[src/rtl/warp_pkg.sv]
// Shared constants for the warp controller: CSR register indices, CTL/STAT
// bit positions and the frame sequencer state encoding.
package warp_pkg;

  localparam logic [2:0] REG_CTL       = 3'd0;
  localparam logic [2:0] REG_STAT      = 3'd1;
  localparam logic [2:0] REG_MESHADDR  = 3'd2;
  localparam logic [2:0] REG_MESHCOUNT = 3'd3;
  localparam logic [2:0] REG_MESHSIZE  = 3'd4;
  localparam logic [2:0] REG_FRAMECNT  = 3'd5;

  localparam int CTL_GO     = 0;
  localparam int CTL_CONT   = 1;
  localparam int CTL_IRQ_EN = 2;
  localparam int CTL_STOP   = 3;

  localparam int STAT_BUSY  = 0;
  localparam int STAT_IRQ   = 1;

  localparam logic [2:0] ST_IDLE      = 3'd0;
  localparam logic [2:0] ST_LAUNCH    = 3'd1;
  localparam logic [2:0] ST_WAIT_ACK  = 3'd2;
  localparam logic [2:0] ST_WAIT_MESH = 3'd3;
  localparam logic [2:0] ST_DRAIN     = 3'd4;
  localparam logic [2:0] ST_DONE      = 3'd5;

endpackage

[src/rtl/warp_ctl.sv]
// Frame sequencer for the texture-mapping unit: CSR block, shadowed mesh
// parameters, start/finish handshake with the mesh fetcher and pipeline drain.
module warp_ctl
  import warp_pkg::*;
#(
  parameter logic [3:0] CSR_ADDR = 4'h0
) (
  input  logic        clk,
  input  logic        rst,
  input  logic [13:0] csr_a,
  input  logic        csr_we,
  input  logic [31:0] csr_di,
  output logic [31:0] csr_do,
  output logic        irq,
  output logic [29:0] meshaddr,
  output logic [6:0]  mesh_count_x,
  output logic [6:0]  mesh_count_y,
  output logic [10:0] mesh_size_x,
  output logic [10:0] mesh_size_y,
  output logic        start,
  input  logic        finished,
  input  logic        pipe_busy,
  output logic [2:0]  dbg_state
);

  // Handshake with the fetcher: start is a single-cycle pulse on the first
  // WAIT_ACK cycle; the fetcher drops finished the cycle after and raises it
  // again when its mesh walk is complete.

  logic [2:0]  state_q, state_d;
  logic        cont_q, cont_d;
  logic        irq_en_q, irq_en_d;
  logic        irq_pend_q, irq_pend_d;
  logic [29:0] maddr_q, maddr_d;
  logic [6:0]  cnt_x_q, cnt_x_d, cnt_y_q, cnt_y_d;
  logic [10:0] size_x_q, size_x_d, size_y_q, size_y_d;
  logic [29:0] sh_addr_q, sh_addr_d;
  logic [6:0]  sh_cnt_x_q, sh_cnt_x_d, sh_cnt_y_q, sh_cnt_y_d;
  logic [10:0] sh_size_x_q, sh_size_x_d, sh_size_y_q, sh_size_y_d;
  logic [31:0] frame_q, frame_d;
  logic        start_q, start_d;
  logic        zero_q, zero_d;
  logic [31:0] csr_do_q, csr_do_d;

  logic        blk_sel;
  logic [2:0]  idx;
  logic        wr_ctl, wr_stat, wr_addr, wr_count, wr_size, go_wr;
  logic        unused_ok;

  assign blk_sel  = (csr_a[13:10] == CSR_ADDR);
  assign idx      = csr_a[2:0];
  assign wr_ctl   = blk_sel && csr_we && (idx == REG_CTL);
  assign wr_stat  = blk_sel && csr_we && (idx == REG_STAT);
  assign wr_addr  = blk_sel && csr_we && (idx == REG_MESHADDR);
  assign wr_count = blk_sel && csr_we && (idx == REG_MESHCOUNT);
  assign wr_size  = blk_sel && csr_we && (idx == REG_MESHSIZE);
  assign go_wr    = wr_ctl && csr_di[CTL_GO];
  assign unused_ok = ^{csr_a[9:3], csr_di[31:30]};

  always_comb begin
    state_d     = state_q;
    cont_d      = cont_q;
    irq_en_d    = irq_en_q;
    irq_pend_d  = irq_pend_q;
    maddr_d     = maddr_q;
    cnt_x_d     = cnt_x_q;
    cnt_y_d     = cnt_y_q;
    size_x_d    = size_x_q;
    size_y_d    = size_y_q;
    sh_addr_d   = sh_addr_q;
    sh_cnt_x_d  = sh_cnt_x_q;
    sh_cnt_y_d  = sh_cnt_y_q;
    sh_size_x_d = sh_size_x_q;
    sh_size_y_d = sh_size_y_q;
    frame_d     = frame_q;
    zero_d      = zero_q;
    start_d     = (state_q == ST_LAUNCH);

    // Stop overrides a continuous bit in the same write, so go+stop is one frame.
    if (wr_ctl) begin
      cont_d   = csr_di[CTL_CONT] && !csr_di[CTL_STOP];
      irq_en_d = csr_di[CTL_IRQ_EN];
    end
    if (wr_addr) maddr_d = csr_di[29:0];
    if (wr_count) begin
      cnt_x_d = csr_di[6:0];
      cnt_y_d = csr_di[22:16];
    end
    if (wr_size) begin
      size_x_d = csr_di[10:0];
      size_y_d = csr_di[26:16];
    end
    if (wr_stat && csr_di[STAT_IRQ]) irq_pend_d = 1'b0;

    case (state_q)
      ST_IDLE: begin
        if (go_wr) state_d = ST_LAUNCH;
      end
      ST_LAUNCH: begin
        sh_addr_d   = maddr_q;
        sh_cnt_x_d  = cnt_x_q;
        sh_cnt_y_d  = cnt_y_q;
        sh_size_x_d = size_x_q;
        sh_size_y_d = size_y_q;
        state_d     = ST_WAIT_ACK;
      end
      ST_WAIT_ACK: begin
        if (!finished) state_d = ST_WAIT_MESH;
      end
      ST_WAIT_MESH: begin
        zero_d = 1'b0;
        if (finished) state_d = ST_DRAIN;
      end
      ST_DRAIN: begin
        // zero_q remembers that pipe_busy was low on the previous DRAIN cycle.
        if (pipe_busy) begin
          zero_d = 1'b0;
        end else if (zero_q) begin
          zero_d  = 1'b0;
          state_d = ST_DONE;
        end else begin
          zero_d = 1'b1;
        end
      end
      ST_DONE: begin
        frame_d    = frame_q + 32'd1;
        irq_pend_d = 1'b1;
        state_d    = cont_d ? ST_LAUNCH : ST_IDLE;
      end
      default: state_d = ST_IDLE;
    endcase
  end

  always_comb begin
    csr_do_d = 32'd0;
    if (blk_sel) begin
      case (idx)
        REG_CTL:       csr_do_d = {28'd0, 1'b0, irq_en_q, cont_q, 1'b0};
        REG_STAT:      csr_do_d = {30'd0, irq_pend_q, (state_q != ST_IDLE)};
        REG_MESHADDR:  csr_do_d = {2'd0, maddr_q};
        REG_MESHCOUNT: csr_do_d = {9'd0, cnt_y_q, 9'd0, cnt_x_q};
        REG_MESHSIZE:  csr_do_d = {5'd0, size_y_q, 5'd0, size_x_q};
        REG_FRAMECNT:  csr_do_d = frame_q;
        default:       csr_do_d = 32'd0;
      endcase
    end
  end

  always_ff @(posedge clk or posedge rst) begin
    if (rst) begin
      state_q     <= ST_IDLE;
      cont_q      <= 1'b0;
      irq_en_q    <= 1'b0;
      irq_pend_q  <= 1'b0;
      maddr_q     <= 30'd0;
      cnt_x_q     <= 7'd0;
      cnt_y_q     <= 7'd0;
      size_x_q    <= 11'd0;
      size_y_q    <= 11'd0;
      sh_addr_q   <= 30'd0;
      sh_cnt_x_q  <= 7'd0;
      sh_cnt_y_q  <= 7'd0;
      sh_size_x_q <= 11'd0;
      sh_size_y_q <= 11'd0;
      frame_q     <= 32'd0;
      start_q     <= 1'b0;
      zero_q      <= 1'b0;
      csr_do_q    <= 32'd0;
    end else begin
      state_q     <= state_d;
      cont_q      <= cont_d;
      irq_en_q    <= irq_en_d;
      irq_pend_q  <= irq_pend_d;
      maddr_q     <= maddr_d;
      cnt_x_q     <= cnt_x_d;
      cnt_y_q     <= cnt_y_d;
      size_x_q    <= size_x_d;
      size_y_q    <= size_y_d;
      sh_addr_q   <= sh_addr_d;
      sh_cnt_x_q  <= sh_cnt_x_d;
      sh_cnt_y_q  <= sh_cnt_y_d;
      sh_size_x_q <= sh_size_x_d;
      sh_size_y_q <= sh_size_y_d;
      frame_q     <= frame_d;
      start_q     <= start_d;
      zero_q      <= zero_d;
      csr_do_q    <= csr_do_d;
    end
  end

  assign csr_do       = csr_do_q;
  assign irq          = irq_pend_q && irq_en_q;
  assign meshaddr     = sh_addr_q;
  assign mesh_count_x = sh_cnt_x_q;
  assign mesh_count_y = sh_cnt_y_q;
  assign mesh_size_x  = sh_size_x_q;
  assign mesh_size_y  = sh_size_y_q;
  assign start        = start_q;
  assign dbg_state    = state_q;

endmodule
[config.mk]
export PLATFORM = sky130hd
export DESIGN_NAME = warp_ctl
export DESIGN_NICKNAME = d
export VERILOG_FILES = /design/src/rtl/warp_pkg.sv /design/src/rtl/warp_ctl.sv
export SDC_FILE = /design/constraint.sdc
export NUM_CORES = 1
export LEC_CHECK = 0
export ABC_AREA = 1
export CAP_MARGIN = 10
export CELL_PAD_IN_SITES_DETAIL_PLACEMENT = 0
export CELL_PAD_IN_SITES_GLOBAL_PLACEMENT = 2
export CORE_ASPECT_RATIO = 2
export CORE_MARGIN = 2
export CORE_UTILIZATION = 32
export CTS_BUF_LIST = sky130_fd_sc_hd__clkbuf_16
export CTS_CLUSTER_SIZE = 10
export DETAILED_ROUTE_END_ITERATION = 16
export PLACE_DENSITY = 0.86
export REMOVE_ABC_BUFFERS = 1
export SYNTH_ARGS = -nofsm -noshare
export SYNTH_HDL_FRONTEND = slang
export SYNTH_SLANG_ARGS = --single-unit
export TNS_END_PERCENT = 20
[constraint.sdc]
create_clock -name clk -period 6.75 [get_ports clk]
set_input_delay 0.675 -clock clk [delete_from_list [all_inputs] [get_ports clk]]
set_output_delay 0.675 -clock clk [all_outputs]
set_load 0.02 [all_outputs]
==> results <==
- The count of buffers added on input and output ports is 144.
- The first TritonRoute pass finished after 4 iterations.
- CTS built an H-tree with a depth of 1.
- The worst clock skew on the final layout is 0.00965 ns.
- The largest single stage delay on the critical path is 0.53 ns.
- The final worst slack is 4.01 ns.
- The worst setup path is launched from an input pin.
- In this run the remaining antenna-violating nets after routing total 0.
- The DRC violations left is 0.
- The iteration-0 DRC count of the detailed router is 363.
- Setup repair after global routing left no endpoint under its margin.
- The x dimension of the die is 120 um.
- After clock tree synthesis, the repair step resized 0 gates.
- The count of final hold-check violations is 0.
- Buffers inserted during clock tree synthesis total 24.
- The number of antenna cells inserted is 0.
- The highest fanout seen on the critical path is 44.
- The worst setup path is of the in2reg kind.
- The first global-routing pass estimated 37500 um of wire.
- At the worst endpoint, the arrival time is 3.15 ns.
- The number of max-slew violations in the final report came to 0.
- The final layout contains 1143 nets.
- The area share of the largest cell type after synthesis is 59.5%.
- The layout filler cell count is 2699.
- The average wire length per cell after detail routing is 16.6 um.
- The total overflow left after global routing is 0.
- The congestion estimate from routability-driven global placement came to 0.794.
- The worst slew margin relative to its limit is 33.1%.
- The number of buffers added for setup after CTS is 0.
- The finished layout holds 1437 standard cells, fillers aside.
- Sequential cells were found to cover 59.5% of the synthesized design area.
- The clock drives 204 sinks.
- The area growth from synthesis to layout is 28.1%.
- The number of different library cells used by synthesis comes to 36.
- For this block, the via count after detailed routing is 6593.
- For this run, asynchronously set or reset flops after synthesis account for 100%.
- The transition time at the pin with the least slew margin is 1.00 ns.
- Summed over all instances, the cell type with the most area after synthesis is sky130_fd_sc_hd__dfrtp_1.
- The peak clock frequency supported by timing is 0.365 GHz.
- The number of hold-repair buffers added at the cts stage is 0.
- A synthesized cell averages 9.05 sq um.
- The insertion delay to the later sink of the worst-skew pair is 0.52 ns.
- In this run the standard cell core region covers 26300 sq um.
- After synthesis the netlist holds a flip-flop and latch count of 204.
- The worst slack at placement is 3.38 ns.
- At the worst endpoint, the required time is 7.16 ns.
- The share of the cycle needed by the critical path after routing is 40.6%.
- The category of the worst setup path capture point is a flip-flop.
- Setup violations remaining at the end of the flow were counted as 0.
- Setup total negative slack on the finished layout was measured at 0 ns.
- The initial antenna violation count is 0.
- The per-cell via count in the routed design is 4.59.
- The area enclosed by the die boundary is 28200 sq um.
- The die height is 236 um.
- Synthesis produced a netlist whose cell count is 948.
- The number of placement rows is 84.
- Ranked by total cell area, the synthesized netlist is headed by sky130_fd_sc_hd__dfrtp_1, sky130_fd_sc_hd__nand2_1, sky130_fd_sc_hd__o21ai_0.
- The clock root buffer is sky130_fd_sc_hd__clkbuf_16.
- The buffer levels on the longest clock path is 3.
- The clock-pin slew of the registers on the worst-case setup and hold paths is 0.05 ns.
- In the synthesized netlist, the cells that appear most often are sky130_fd_sc_hd__nand2_1, sky130_fd_sc_hd__dfrtp_1, sky130_fd_sc_hd__inv_1.
- The number of global-route vias before repair is 6859.
- The slowest stage of the critical path is the sky130_fd_sc_hd__nand2_2 cell.
- The cell area that synthesis handed to floorplanning was 8580 sq um.
- The number of enable flip-flop cells after synthesis is 0.
- The number of synthesis warnings is 0.
- The global-route usage over all layers is 17.1%.
- The pin count of the biggest net entering global routing is 141.
- For this run, the leading register cell type out of synthesis is sky130_fd_sc_hd__dfrtp_1.
- TritonCTS built the clock tree.
- Traced cell by cell, the critical path runs through clkdlybuf4s50_1 > nor2_1 > nand2_1 > inv_2 > nand2_2 > o21ai_0.
- The flow ran to the end, and the final reports show no timing, DRC or antenna violations.
- Across the VDD grid, the largest voltage drop is 0.258 mV.
- The final wirelength is 23800 um.
- The starting utilization of the core area is 32.6%.
- Cells with a size suffix above 1 make up 6.04% of the layout.
- 154 I/O pins were placed.
- Across the run, the number of max-cap violations was 0.
- The power density relative to cell area is 337 nW/um^2.
- The path class of the lowest-slack min-delay path is reg2reg.
- The most used standard cell by instance count after synthesis is sky130_fd_sc_hd__nand2_1.
- The number of placed instances with taps included is 1409.
- Detailed placement ended at an HPWL of 16300 um.
- The time the final worst path needs with I/O delays and setup is 2.74 ns.
- Summed over all cells, the static leakage comes to 5.02 nW.
==> worst max-delay path, delay by kind of cell <==
| kind | cells | cell delay, ns |
|---|---|---|
| buffers and inverters | 2 | 0.92 |
| AO/OA/AOI/OAI | 1 | 0.36 |
| AND/OR/NAND/NOR | 3 | 1.19 |
==> registers in the layout (all words and copies together) (netlist names) <==
signal / flops
cnt_x_q: 7
cnt_y_q: 7
cont_q: 1
csr_do: 32
dbg_state: 3
frame_q: 32
irq_en_q: 1
irq_pend_q: 1
maddr_q: 30
mesh_count_x: 7
mesh_count_y: 7
mesh_size_x: 11
mesh_size_y: 11
meshaddr: 30
size_x_q: 11
size_y_q: 11
start: 1
zero_q: 1
==> through the flow <==
stage / power [mW] / cell area, sq um / hold WS (ns) / util (%)
floorplan: 2.09 / 8420 / 0.453 / -
global placement: 2.61 / 10300 / 0.453 / 39.4
detailed placement: 2.62 / 10300 / 0.459 / 39.4
CTS: 3.76 / 11000 / 0.472 / 41.8
global route: 3.90 / 11000 / 0.485 / 41.8
finish: 3.70 / 11000 / 0.467 / 41.8
==> kinds of logic after synthesis <==
| family | after synthesis | synth area share, % |
|---|---|---|
| compound gates | 151 | 9.67 |
| xor+xnor | 22 | 2.25 |
| fa+ha+maj | 1 | 0.146 |
| buf+inv | 137 | 6.38 |
| flops | 204 | 59.5 |
| mux | 8 | 1.05 |
| simple gates | 425 | 21.0 |
==> final timing paths <==
kind / cells past startpoint / startpoint / endpoint / slack, ns
worst max register to register: 8 / dbg_state[0]$_DFFE_PP0P_ / dbg_state[1]$_DFFE_PP0P_ / 4.04
max in group asynchronous: 3 / rst / mesh_count_x[4]$_DFFE_PP0P_ / 4.49
min in group asynchronous: 2 / rst / csr_do[20]$_DFF_PP0_ / 0.76
worst min register to register: 2 / meshaddr[7]$_DFFE_PP0P_ / meshaddr[7]$_DFFE_PP0P_ / 0.47
worst min-delay path: 2 / meshaddr[7]$_DFFE_PP0P_ / meshaddr[7]$_DFFE_PP0P_ / 0.47
worst max-delay path: 6 / csr_a[1] / size_x_q[1]$_DFFE_PP0P_ / 4.01
==> per-layer routing <==
layer	up-vias	part of all wire [%]	GRT usage (%)	routed length (um)
li1	3287	-	-	-
met1	3128	38	18.7	8930
met2	135	56	32.5	13300
met3	43	3.3	1.96	797
met4	0	3.4	7.24	802
met5	-	0	0	0
==> area by class of cell <==
| cell class | count | area (sq um) | area share, % |
|---|---|---|---|
| well taps | 344 | 430 | 3.92 |
| multi-input cells | 607 | 2920 | 26.6 |
| repair buffers | 150 | 1490 | 13.5 |
| clock inverters | 3 | 12.5 | 0.114 |
| inverters | 104 | 400 | 3.65 |
| clock buffers | 25 | 626 | 5.70 |
| flip-flops and latches | 204 | 5100 | 46.5 |
==> placed cells by master (no fill, tap or decap), types with 3 or more instances in the layout <==
cell,n
sky130_fd_sc_hd__xor2_1,21
sky130_fd_sc_hd__a31oi_1,5
sky130_fd_sc_hd__nor3_1,5
sky130_fd_sc_hd__nor2_1,66
sky130_fd_sc_hd__inv_2,6
sky130_fd_sc_hd__mux2_2,8
sky130_fd_sc_hd__o22ai_1,20
sky130_fd_sc_hd__o21ai_1,9
sky130_fd_sc_hd__nor3_4,3
sky130_fd_sc_hd__a22oi_1,12
sky130_fd_sc_hd__nor2_4,4
sky130_fd_sc_hd__buf_4,6
sky130_fd_sc_hd__clkbuf_16,25
sky130_fd_sc_hd__nand3_1,26
sky130_fd_sc_hd__a21oi_1,9
sky130_fd_sc_hd__inv_1,96
sky130_fd_sc_hd__nand4_1,9
sky130_fd_sc_hd__clkdlybuf4s50_1,144
sky130_fd_sc_hd__dfrtp_1,204
sky130_fd_sc_hd__o21ai_0,92
sky130_fd_sc_hd__nand2_1,299
==> power breakdown <==
group | total [mW] | switching [mW] | internal, mW | leakage [nW]
sequential | 1.57 | 0.138 | 1.43 | 2.79
combinational | 1.01 | 0.601 | 0.412 | 1.91
clock | 1.12 | 0.470 | 0.648 | 0.319
Note: power is estimated with default switching activity, not from simulation.
